[src/rtl/opfetch_pkg.sv]
// Shared decode constants for the operand-fetch stage and the ALU it feeds.
package opfetch_pkg;

  localparam int unsigned NumRegs  = 8;
  localparam int unsigned DataW    = 16;
  localparam int unsigned RegAddrW = 3;
  localparam int unsigned Imm7W    = 7;

  // Instruction field positions (LSB of each field)
  localparam int unsigned OpcodeLsb = 13;
  localparam int unsigned OpcodeW   = 3;
  localparam int unsigned RdLsb     = 10;
  localparam int unsigned RsLsb     = 7;
  localparam int unsigned RtLsb     = 4;
  localparam int unsigned ImmLsb    = 0;

  typedef enum logic [2:0] {
    OpAdd  = 3'b000,
    OpSub  = 3'b001,
    OpAnd  = 3'b010,
    OpOr   = 3'b011,
    OpAddi = 3'b100,
    OpNop  = 3'b101,
    OpIll0 = 3'b110,
    OpIll1 = 3'b111
  } opcode_e;

  // Encoding shared with the ALU
  typedef enum logic [1:0] {
    AluAdd = 2'b00,
    AluSub = 2'b01,
    AluAnd = 2'b10,
    AluOr  = 2'b11
  } alu_op_e;

endpackage

[src/rtl/regfile_8x16.sv]
// Register file: two combinational read ports with write-through, one write port, r0 hardwired 0.
module regfile_8x16
  import opfetch_pkg::*;
#(
  parameter int unsigned NREGS = NumRegs,
  parameter int unsigned DW    = DataW,
  localparam int unsigned AW   = $clog2(NREGS)
) (
  input  logic          clk,
  input  logic          rst_n,
  input  logic [AW-1:0] raddr_a_i,
  input  logic [AW-1:0] raddr_b_i,
  output logic [DW-1:0] rdata_a_o,
  output logic [DW-1:0] rdata_b_o,
  input  logic          we_i,
  input  logic [AW-1:0] waddr_i,
  input  logic [DW-1:0] wdata_i
);

  logic [DW-1:0] regs_q [NREGS];
  logic [DW-1:0] regs_d [NREGS];

  // Next state: write port; writes to r0 are dropped
  always_comb begin
    regs_d = regs_q;
    if (we_i && (waddr_i != '0)) begin
      regs_d[waddr_i] = wdata_i;
    end
  end

  // Storage with asynchronous clear
  always_ff @(posedge clk or negedge rst_n) begin
    if (!rst_n) begin
      regs_q <= '{default: '0};
    end else begin
      regs_q <= regs_d;
    end
  end

  // Read ports: same-cycle write data bypasses storage; r0 always reads 0
  always_comb begin
    rdata_a_o = regs_q[raddr_a_i];
    rdata_b_o = regs_q[raddr_b_i];
    if (we_i && (waddr_i == raddr_a_i)) rdata_a_o = wdata_i;
    if (we_i && (waddr_i == raddr_b_i)) rdata_b_o = wdata_i;
    if (raddr_a_i == '0) rdata_a_o = '0;
    if (raddr_b_i == '0) rdata_b_o = '0;
  end

endmodule

[src/rtl/operand_fetch.sv]
// Decode and operand fetch: scoreboard interlock, regfile read, registered ALU operands.
module operand_fetch
  import opfetch_pkg::*;
#(
  parameter int unsigned NREGS = NumRegs,
  parameter int unsigned DW    = DataW,
  localparam int unsigned AW   = $clog2(NREGS)
) (
  input  logic          clk,
  input  logic          rst_n,
  input  logic          in_valid,
  input  logic [15:0]   in_instr,
  output logic          in_ready,
  input  logic          flush,
  input  logic          wb_en,
  input  logic [AW-1:0] wb_addr,
  input  logic [DW-1:0] wb_data,
  output logic          out_valid,
  output logic [DW-1:0] A,
  output logic [DW-1:0] B,
  output logic [1:0]    alu_op,
  output logic [AW-1:0] out_rd,
  output logic          illegal
);

  opcode_e            opcode;
  logic [AW-1:0]      rd, rs, rt;
  logic [Imm7W-1:0]   imm7;
  logic               is_alu, is_rtype, is_illegal;
  alu_op_e            alu_op_dec;
  logic [NREGS-1:0]   busy_q, busy_d, wb_clr, busy_eff;
  logic               hazard, accept, issue;
  logic [DW-1:0]      rdata_a, rdata_b, opnd_b;
  logic [DW-1:0]      a_q, a_d, b_q, b_d;
  alu_op_e            alu_op_q, alu_op_d;
  logic [AW-1:0]      rd_q, rd_d;
  logic               out_valid_q, out_valid_d, illegal_q, illegal_d;

  assign opcode = opcode_e'(in_instr[OpcodeLsb +: OpcodeW]);
  assign rd     = in_instr[RdLsb +: AW];
  assign rs     = in_instr[RsLsb +: AW];
  assign rt     = in_instr[RtLsb +: AW];
  assign imm7   = in_instr[ImmLsb +: Imm7W];

  // Opcode decode
  always_comb begin
    is_alu     = 1'b0;
    is_rtype   = 1'b0;
    is_illegal = 1'b0;
    alu_op_dec = AluAdd;
    unique case (opcode)
      OpAdd:  begin is_alu = 1'b1; is_rtype = 1'b1; alu_op_dec = AluAdd; end
      OpSub:  begin is_alu = 1'b1; is_rtype = 1'b1; alu_op_dec = AluSub; end
      OpAnd:  begin is_alu = 1'b1; is_rtype = 1'b1; alu_op_dec = AluAnd; end
      OpOr:   begin is_alu = 1'b1; is_rtype = 1'b1; alu_op_dec = AluOr;  end
      OpAddi: begin is_alu = 1'b1; alu_op_dec = AluAdd; end
      OpNop:  ;
      default: is_illegal = 1'b1;
    endcase
  end

  // A writeback landing this cycle releases its register immediately
  assign wb_clr   = wb_en ? (NREGS'(1) << wb_addr) : '0;
  assign busy_eff = busy_q & ~wb_clr;

  // Hazard depends only on instruction, scoreboard and writeback; flush stays out of it
  always_comb begin
    hazard = is_alu && (busy_eff[rs] || busy_eff[rd] || (is_rtype && busy_eff[rt]));
  end

  assign in_ready = !hazard;
  assign accept   = in_valid && in_ready;
  assign issue    = accept && !flush && is_alu;

  regfile_8x16 #(
    .NREGS (NREGS),
    .DW    (DW)
  ) u_regfile (
    .clk       (clk),
    .rst_n     (rst_n),
    .raddr_a_i (rs),
    .raddr_b_i (rt),
    .rdata_a_o (rdata_a),
    .rdata_b_o (rdata_b),
    .we_i      (wb_en),
    .waddr_i   (wb_addr),
    .wdata_i   (wb_data)
  );

  assign opnd_b = is_rtype ? rdata_b : {{(DW - Imm7W){imm7[Imm7W-1]}}, imm7};

  // Next state: scoreboard (issue wins over a same-cycle clear) and output registers
  always_comb begin
    busy_d = busy_eff;
    if (issue && (rd != '0)) busy_d[rd] = 1'b1;
    busy_d[0]   = 1'b0;
    a_d         = a_q;
    b_d         = b_q;
    alu_op_d    = alu_op_q;
    rd_d        = rd_q;
    out_valid_d = issue;
    illegal_d   = accept && !flush && is_illegal;
    if (issue) begin
      a_d      = rdata_a;
      b_d      = opnd_b;
      alu_op_d = alu_op_dec;
      rd_d     = rd;
    end
  end

  // State registers
  always_ff @(posedge clk or negedge rst_n) begin
    if (!rst_n) begin
      busy_q      <= '0;
      a_q         <= '0;
      b_q         <= '0;
      alu_op_q    <= AluAdd;
      rd_q        <= '0;
      out_valid_q <= 1'b0;
      illegal_q   <= 1'b0;
    end else begin
      busy_q      <= busy_d;
      a_q         <= a_d;
      b_q         <= b_d;
      alu_op_q    <= alu_op_d;
      rd_q        <= rd_d;
      out_valid_q <= out_valid_d;
      illegal_q   <= illegal_d;
    end
  end

  assign out_valid = out_valid_q;
  assign A         = a_q;
  assign B         = b_q;
  assign alu_op    = alu_op_q;
  assign out_rd    = rd_q;
  assign illegal   = illegal_q;

endmodule
[config.mk]
export PLATFORM = sky130hd
export DESIGN_NAME = operand_fetch
export DESIGN_NICKNAME = d
export VERILOG_FILES = /design/src/rtl/opfetch_pkg.sv /design/src/rtl/regfile_8x16.sv /design/src/rtl/operand_fetch.sv
export SDC_FILE = /design/constraint.sdc
export NUM_CORES = 1
export LEC_CHECK = 0
export ABC_AREA = 1
export CAP_MARGIN = 40
export CORE_ASPECT_RATIO = 1.4
export CORE_MARGIN = 2
export CORE_UTILIZATION = 35
export DETAILED_ROUTE_END_ITERATION = 7
export GPL_TIMING_DRIVEN = 0
export PLACE_DENSITY_LB_ADDON = 0.2
export SLEW_MARGIN = 20
export SYNTH_ARGS = -nofsm -noshare
export SYNTH_HDL_FRONTEND = slang
export SYNTH_SLANG_ARGS = --single-unit
[constraint.sdc]
create_clock -name clk -period 2.15 [get_ports clk]
set_input_delay 0.43 -clock clk [delete_from_list [all_inputs] [get_ports clk]]
set_output_delay 0.43 -clock clk [all_outputs]
set_load 0.1 [all_outputs]
**Word-level counts from Yosys, hierarchy flattened**

Index checks and enable logic that the tools add are counted.

- Magnitude comparators: 8
- Reductions and logical operators: 24
- Equal/unequal tests: 7
- Mux-type cells: 28
- Shift operators: 1
- Bitwise gates (word level): 6

Operator list:

| cell | number |
|---|---|
| 16-bit 2-to-1 mux | 10 |
| 128-bit bitwise mux | 1 |
| 16-bit binary-select mux with 3-bit select | 2 |
| 16-bit demux with 3-bit select | 1 |
| 8-bit 2-to-1 mux | 2 |
| 4-bit greater-or-equal comparator, second input constant | 3 |
| 1-bit logical AND | 12 |
| 3-bit by 4-bit less-than comparator with 1-bit output, second input constant | 3 |
| 3-bit inverter with 4-bit output | 3 |
| 1-bit binary-select mux with 3-bit select | 3 |
| 3-bit logical NOT | 3 |
| 8-bit bitwise AND | 1 |
| 8-bit inverter | 1 |
| 8-bit OR | 1 |
| 1-bit by 3-bit left shift with 8-bit output, first input constant | 1 |
| 1-bit 2-to-1 mux | 7 |
| 3-bit by 2-bit equality test with 1-bit output, second input constant | 2 |
| 3-bit equality test | 2 |
| 3-bit equality test, second input constant | 2 |
| 2-bit case mux with 3 select lines | 1 |
| 3-bit nonzero test | 2 |
| 6-bit OR reduction | 1 |
| 5-bit OR reduction | 1 |
| 4-bit by 1-bit less-than comparator with 1-bit output, second input constant | 1 |
| 6 further kinds | 8 |

- Bits in registers: 174
- Output and inout port bits: 40

**Logic depth before layout (Yosys ltp)**

Gate-level depths: netlist (run 1).

- Word-level depth: 15
- Mapped depth: 15
- Depth with buffers taken out: 14

**Cells and area by module**

A second synthesis (run 1) with hierarchy kept.

- Cells, all modules: 1421
- Area, all modules: 9776.9 um^2

Modules (own cells, without submodules):

| module | sequential area each (um^2) | area each (um^2) | cells each | instances |
|---|---|---|---|---|
| regfile_8x16 | 3203.1 | 7557.2 | 1137 | 1 |
| operand_fetch | 1151.1 | 2219.6 | 284 | 1 |

**Worst setup path after synthesis (run 1)**

No wires, ideal clock.

- Path kind: input to output
- Start point: input wb_en
- End point: output in_ready
- Arrival time: 3.292 ns
- Path slack: -1.572 ns
- Buffers on the path: 0
- Stages: 8
- Data required time: 1.720 ns
- Path through: inv_1 -> nor2_1 -> nand2_1 -> nand3_1 -> nand3_1 -> nand3_1 -> nand3_1 -> o21ai_0

- Cells in the longest elaborated chain, start to end: 9
- Elaborated cells on any way between the ends: 14
- Those cells by class: mux: 7; bitwise: 2; reduce/logical: 5

RTL lines:

| element | RTL line | RTL |
|---|---|---|
| start, declared | operand_fetch.sv:15 | `input logic wb_en,` |
| 8-bit 2-to-1 mux (*) | operand_fetch.sv:63 | `assign wb_clr = wb_en ? (NREGS'(1) << wb_addr) : '0;` |
| 8-bit inverter (*) | operand_fetch.sv:64 | `assign busy_eff = busy_q & ~wb_clr;` |
| 8-bit bitwise AND (*) | operand_fetch.sv:64 |  |
| 1-bit binary-select mux with 3-bit select | operand_fetch.sv:68 | `hazard = is_alu && (busy_eff[rs] \|\| busy_eff[rd] \|\| (is_rtype && busy_eff[rt]));` |
| 1-bit 2-to-1 mux (not written as such) | operand_fetch.sv:68 |  |
| 1-bit logical OR / 1-bit logical AND (equally long branches) | operand_fetch.sv:68 |  |
| 1-bit logical OR (*) | operand_fetch.sv:68 |  |
| 1-bit logical AND (*) | operand_fetch.sv:68 |  |
| 1-bit logical NOT (*) | operand_fetch.sv:71 | `assign in_ready = !hazard;` |
| end, declared | operand_fetch.sv:13 | `output logic in_ready,` |

Mark *: on every way between the ends. The rest lies on a longest branch, timed or not. The select of a mux whose other input is x is not followed.

**Worst setup path in the final report (run 1)**

- Start point: register busy_q[2]
- End point: output in_ready

- Cells in the longest elaborated chain, start to end: 7
- Elaborated cells on any way between the ends: 12
- Those cells by class: mux: 6; bitwise: 1; reduce/logical: 5

RTL lines:

| element | RTL line | RTL |
|---|---|---|
| start, declared | operand_fetch.sv:31 | `logic [NREGS-1:0] busy_q, busy_d, wb_clr, busy_eff;` |
| start signal, assigned | operand_fetch.sv:122 | `busy_q <= busy_d;` |
| 8-bit bitwise AND (*) | operand_fetch.sv:64 |  |
| 1-bit binary-select mux with 3-bit select | operand_fetch.sv:68 |  |
| 1-bit 2-to-1 mux (not written as such) | operand_fetch.sv:68 |  |
| 1-bit logical OR / 1-bit logical AND (equally long branches) | operand_fetch.sv:68 |  |
| 1-bit logical OR (*) | operand_fetch.sv:68 |  |
| 1-bit logical AND (*) | operand_fetch.sv:68 |  |
| 1-bit logical NOT (*) | operand_fetch.sv:71 |  |

Marked as above.

==> results of run 1 <==
[per-stage QoR]
step                      worst slack, ns  util [%]
final                             -0.0845      47.2
after global routing               -0.125      47.2
after CTS                         -0.0691      46.6
after detailed placement            -1.34      42.9
after global placement              -6.85      40.2
after floorplan                    0.0124         -
[synth_stat cells]
| library cell | instances | share of area [%] |
|---|---|---|
| a21boi_0 | 1 | 0.083 |
| a21oi_1 | 112 | 6.2 |
| a221oi_1 | 8 | 0.78 |
| a22oi_1 | 7 | 0.58 |
| a31oi_1 | 11 | 0.76 |
| buf_1 | 7 | 0.29 |
| buf_2 | 12 | 0.66 |
| buf_6 | 1 | 0.12 |
| clkbuf_1 | 77 | 3.2 |
| clkinv_1 | 4 | 0.17 |
| clkinv_2 | 1 | 0.055 |
| dfrtp_1 | 174 | 48 |
| inv_1 | 85 | 3.5 |
| inv_2 | 3 | 0.12 |
| nand2_1 | 296 | 12 |
| nand3_1 | 50 | 2.8 |
| nand3_2 | 1 | 0.11 |
| nand4_1 | 2 | 0.14 |
| nor2_1 | 75 | 3.1 |
| nor2_2 | 2 | 0.14 |
| o2111ai_1 | 11 | 1.1 |
| o211ai_1 | 19 | 1.6 |
| o21ai_0 | 214 | 12 |
| o21ai_1 | 22 | 1.2 |
| o21bai_1 | 5 | 0.42 |
| o22ai_1 | 6 | 0.42 |
| or2_2 | 2 | 0.14 |
[repair_timing]
| item | 4_1_cts | 5_1_grt |
|---|---|---|
| hold endpoints to repair | 34 | 0 |
| buffers inserted | 13 | 8 |
| pin swaps | 12 | 15 |
| setup endpoints to repair | 46 | 29 |
| gates cloned | 1 | 0 |
| hold buffers | 1 | 0 |
| resized for setup | 100 | 42 |
[cells in the final DEF (no fill, tap or decap), types with 4 or more instances in the layout]
cell,count
nand2_4,7
o22ai_1,6
buf_2,12
inv_1,78
clkbuf_16,17
clkbuf_2,20
o211ai_1,19
dfrtp_1,174
o21bai_1,5
o2111ai_1,11
a21oi_1,107
buf_8,38
bufinv_16,5
clkbuf_1,59
clkdlybuf4s50_1,64
nor2_1,70
inv_2,9
nand2_2,4
o21ai_1,22
a221oi_1,8
nand2_1,283
o21ai_0,213
nor2_4,6
nand3_1,48
buf_16,4
a22oi_1,6
buf_6,9
a31oi_1,10
buf_4,23
[layer usage]
metal	up-vias	track usage, %	part of all wire [%]
met5	-	0	0
met4	0	16.9	6.0
met3	173	4.77	7.5
met2	598	46.0	48
met1	4624	33.4	38
li1	4343	-	-
[final timing paths]
check                      depth (start not counted)                    end                  start  slack [ns]
setup reg to reg                                  11                  A[12]              busy_q[2]        0.31
hold reg to reg                                    1  u_regfile.regs_q[120]  u_regfile.regs_q[120]        0.47
max in group asynchronous                          4                  B[14]                  rst_n        0.69
setup / recovery                                   7               in_ready              busy_q[2]       -0.08
hold / removal                                     3              out_rd[1]           in_instr[11]        0.33
min in group asynchronous                          2   u_regfile.regs_q[33]                  rst_n        0.43
[kinds of logic (layout without fill, tap and decap cells)]
group                  count (synthesis)  in the layout  share of synthesized area (%)
AND/OR/NAND/NOR                      428            428                           18.7
AO/OA/AOI/OAI                        416            416                           25.0
buffers and inverters                190            361                           8.16
flip-flops                           174            174                           48.2
[final cells by class]
| type | instances | area [um2] | area share [%] |
|---|---|---|---|
| Inverter | 93 | 367 | 3.06 |
| Multi-Input combinational cell | 844 | 4160 | 34.7 |
| Buffer | 96 | 442 | 3.68 |
| Timing Repair Buffer | 142 | 1630 | 13.6 |
| Clock buffer | 21 | 460 | 3.84 |
| Tap cell | 319 | 399 | 3.33 |
| Clock inverter | 9 | 184 | 1.53 |
| Sequential cell | 174 | 4350 | 36.3 |
[report_power, final]
part / leakage, nW / internal (mW) / switching (mW) / total, mW
sequential: 2.23 / 3.90 / 0.442 / 4.34
clock: 0.310 / 2.12 / 1.35 / 3.47
combinational: 2.97 / 1.64 / 3.04 / 4.69
[flip-flops by register name, summed over array words and instances (netlist names)]
register	count
alu_op	2
out_rd	3
illegal	1
u_regfile.regs_q	128
busy_q	7
A	16
out_valid	1
B	16
[critical path, stage by stage, from the launching register on]
cell and delay, ns:
dfrtp_1 0.41, a21boi_4 0.23, nand2_1 0.07, nand2_1 0.07, nand2_2 0.08, a21oi_4 0.19
o21ai_4 0.09, buf_12 0.20
==> impl_metrics.py, run 1 <==
metrics = {
    "clock_network": {
        "cts.path.max_buffers": 2,
        "cts_made_buffers": 17,
        "clock_sinks": 174,
        "clk_latency_ns": 0.45,
        "cts_tree": "done",
        "root_buffer": "clkbuf_16",
        "clk_transition_reported_paths_ns": 0.07,
        "htreeDepth": 4,
    },
    "drt": {
        "drc_errors": 0,
        "dr_total_vias": 9738,
        "avgRoutedWirePerCell_um": 22.1,
        "drt-initial-drc-count": 1168,
        "drt-total-wl_um": 37500,
        "firstDrtPassIters": 5,
        "viasPerCell": 5.73,
        "drtAntennaViolNets": 0,
    },
    "power": {
        "cellPowerDensity_nw_per_um2": 1040,
        "p_leak_nw": 5.51,
        "p_total_mw": 12.5,
        "ir_drop_mv": 0.939,
    },
    "timing": {
        "fin_crit_sh_pct": 104,
        "fin_crit_ns": 2.23,
        "hold_viol": 0,
        "max-slew-margin-rel_pct": 41.0,
        "setup_violations": 4,
        "fin_hold_ws_ns": 0.331,
        "rsz0062_at_grt": "true",
        "finClkSkew_ns": 0.0106,
        "maxSlewViolCount": 0,
        "setup_tns_ns": -0.154,
        "clock.fmax_mhz": 448,
        "setup_slack_ns": -0.0845,
        "worstMarginPinSlew_ns": 0.885,
    },
    "final_layout": {
        "diodes": 0,
        "num-nets-final": 1408,
        "drive_above_1_share_pct": 13.5,
        "fin_area_um2": 12000,
        "fill_cells": 2474,
        "area_delta_synth_final_pct": 32.7,
        "layout.cells.non_filler": 1698,
    },
    "worst_setup_path": {
        "path_class": "register to primary output",
        "worstPathRequired_ns": 1.72,
        "cp-end-kind": "primary output",
        "crit_arrival_ns": 1.80,
        "cp_max_fo": 3,
        "cp-start-kind": "register",
    },
    "placed_design": {
        "place_hpwl_um": 26600,
        "dpl_cell_area_um2": 10900,
        "gp_congestion": 1.02,
        "port_buffers": 76,
        "dp.cells": 1645,
    },
    "die": {
        "io_pins": 80,
        "core-area_um2": 25400,
        "dieArea_um2": 27100,
        "die_h_um": 194,
        "fp-row-count": 69,
        "start_util_pct": 35.6,
        "fp.dieW_um": 140,
    },
    "synthesis": {
        "synthesis.area_um2": 9040,
        "ys_seq_area_share_pct": 48.2,
        "yosysWarnings": 0,
        "synth_seq_cells": 174,
        "syn_avg_cell_area_um2": 7.48,
        "syn_nets": 1248,
        "synthCells": 1208,
        "synth_cell_type_count": 27,
    },
    "grt": {
        "first_global_vias": 9576,
        "grt_first_pass_wirelength_um": 57100,
        "grt_max_degree": 76,
        "grt-ovfl-total": 0,
        "antenna_found_initial": 0,
        "grt_usage_pct": 27.7,
    },
    "outcome": {
        "violations": "negative setup slack",
        "outcome": "complete, but fails checks",
    },
    "hold_path": {
        "hp-class": "input pin to register",
    },
    "run": {
        "cap_violations": 0,
    },
}
No activity file was read; power rests on OpenSTA's default activity.
==> run 2: changes to the inputs <==
Settings changed: ABC_CLOCK_PERIOD_IN_PS set to 2150, CORE_MARGIN 2 to not set.
==> impl_metrics.py, run 2 (same netlist as run 1, synthesis figures left out) <==
metrics = {
    "outcome": {
        "outcome": "complete, but fails checks",
        "violations": "negative setup slack",
    },
    "drt": {
        "firstDrtPassIters": 5,
        "viasPerCell": 5.62,
        "drtAntennaViolNets": 0,
        "drt-total-wl_um": 37400,
        "drt-initial-drc-count": 1204,
        "dr_total_vias": 9554,
        "drc_errors": 0,
        "avgRoutedWirePerCell_um": 22.0,
    },
    "timing": {
        "fin_crit_sh_pct": 103,
        "worstMarginPinSlew_ns": 0.941,
        "setup_violations": 1,
        "fin_hold_ws_ns": 0.351,
        "maxSlewViolCount": 0,
        "finClkSkew_ns": 0.00496,
        "rsz0062_at_grt": "true",
        "hold_viol": 0,
        "clock.fmax_mhz": 453,
        "fin_crit_ns": 2.21,
        "setup_slack_ns": -0.0554,
        "max-slew-margin-rel_pct": 37.3,
    },
    "clock_network": {
        "clk_transition_reported_paths_ns": 0.06,
        "cts.path.max_buffers": 2,
        "clock_sinks": 174,
        "cts_made_buffers": 17,
        "root_buffer": "clkbuf_16",
        "cts_tree": "done",
        "clk_latency_ns": 0.45,
        "htreeDepth": 4,
    },
    "final_layout": {
        "drive_above_1_share_pct": 13.7,
        "post-route-util_pct": 47.6,
        "num-nets-final": 1409,
        "top_register": "u_regfile.regs_q",
        "area_delta_synth_final_pct": 33.6,
        "fill_cells": 2505,
        "final_cell_mix": "nand2_1, o21ai_0, dfrtp_1",
        "diodes": 0,
        "largest_reg_flops": 128,
        "layout_commonest_cell": "nand2_1",
        "layout.cells.non_filler": 1700,
    },
    "die": {
        "die_h_um": 192,
        "fp.dieW_um": 138,
        "fp-row-count": 69,
        "io_pins": 80,
        "start_util_pct": 35.6,
        "dieArea_um2": 26500,
        "core-area_um2": 25400,
    },
    "worst_setup_path": {
        "cp_max_fo": 5,
        "r2r_setup_slack_ns": 0.34,
        "r2r-end": "A[13]",
        "reg2reg_depth": 11,
        "crit_slowest_cell": "nor2_4",
        "cp_common_cell": "nand2_1",
        "path_class": "input pin to primary output",
        "cp-start-kind": "input pin",
        "cp_cell_sequence": "clkbuf_4, inv_4, nor2_4, nand2_4, nand2_2, nand2_1, nand2_1, nor2_2, nand2_1, a21oi_2, o21ai_4, buf_12",
        "crit_path_max_incr_delay_ns": 0.20,
        "crit_arrival_ns": 1.78,
        "worstPathRequired_ns": 1.72,
        "r2r-start": "busy_q[7]",
        "cp-end-kind": "primary output",
    },
    "power": {
        "p_leak_nw": 5.53,
        "ir_drop_mv": 0.984,
        "cellPowerDensity_nw_per_um2": 1040,
    },
    "grt": {
        "antenna_found_initial": 0,
        "grt_usage_pct": 29.3,
        "grt-ovfl-total": 0,
        "grt_max_degree": 77,
        "first_global_vias": 9547,
        "grt_first_pass_wirelength_um": 56300,
    },
    "hold_path": {
        "min_delay_path_depth": 3,
        "hp-start": "in_instr[12]",
        "hp-class": "input pin to register",
        "holdPathEnd": "out_rd[2]",
    },
    "placed_design": {
        "gp_congestion": 0.960,
        "dp.cells": 1645,
        "place_hpwl_um": 27100,
        "port_buffers": 76,
    },
    "run": {
        "cap_violations": 0,
    },
}
[run 2: worst max path at each step]
stage / start / end / slack [ns] / cells after the start
3_5_place_dp: wb_addr[2] / in_ready / -1.31 / 13
5_1_grt: wb_en / in_ready / -0.11 / 12
3_3_place_gp: rst_n / u_regfile.regs_q[34] / -6.71 / 1
2_1_floorplan: in_instr[4] / in_ready / 0.01 / 7
6_report: wb_en / in_ready / -0.06 / 12
4_1_cts: busy_q[2] / in_ready / -0.03 / 7
[run 2: stage by stage]
stage,worst slack (ns),area [um2],power [mW],setup TNS [ns]
6_report,-0.0554,12100,12.5,-0.0554
5_1_grt,-0.106,12100,13.0,-0.106
4_1_cts,-0.0346,11900,12.4,-0.0702
3_5_place_dp,-1.31,11000,9.03,-70.11
3_3_place_gp,-6.71,10200,8.15,-1232.13
2_1_floorplan,0.0124,9050,7.02,0
[run 2: final cells by class]
class	instances	area [um2]	share of cell area (%)
flip-flops and latches	174	4350	36.1
multi-input cells	844	4160	34.5
repair buffers	143	1720	14.2
clock buffers	22	474	3.93
plain buffers	96	434	3.60
well taps	319	399	3.31
inverters	93	374	3.10
clock inverters	9	159	1.32
[run 2: repair_timing]
| item | in CTS | in global routing |
|---|---|---|
| pin swaps | 10 | 12 |
| setup buffers | 13 | 11 |
| hold endpoints to repair | 32 | 0 |
| hold buffers | 1 | 0 |
| resized for setup | 87 | 54 |
| cloned | 0 | 0 |
| setup endpoints to repair | 46 | 31 |
[run 2: metal layers]
layer	GRT usage, %	part of all wire (%)
met4	19.4	6.6
met3	4.46	6.5
met1	34.3	39
met2	49.4	48
met5	0	0
[run 2: power by group]
| group | internal, mW | switching, mW |
|---|---|---|
| sequential | 3.90 | 0.446 |
| combinational | 1.72 | 3.07 |
| clock | 2.04 | 1.33 |
| total | 7.65 | 4.85 |
[run 2: worst max-delay path: cells and delay by family]
kind / cells / cell delay [ns]
AND/OR/NAND/NOR: 7 / 0.67
buffers and inverters: 3 / 0.41
AO/OA/AOI/OAI: 2 / 0.27
==> run 3: changes to the inputs <==
Settings changed: CORE_MARGIN set to 1.
==> results of run 3 <==
Final layout, timing and power as in run 2 (identical DEF).
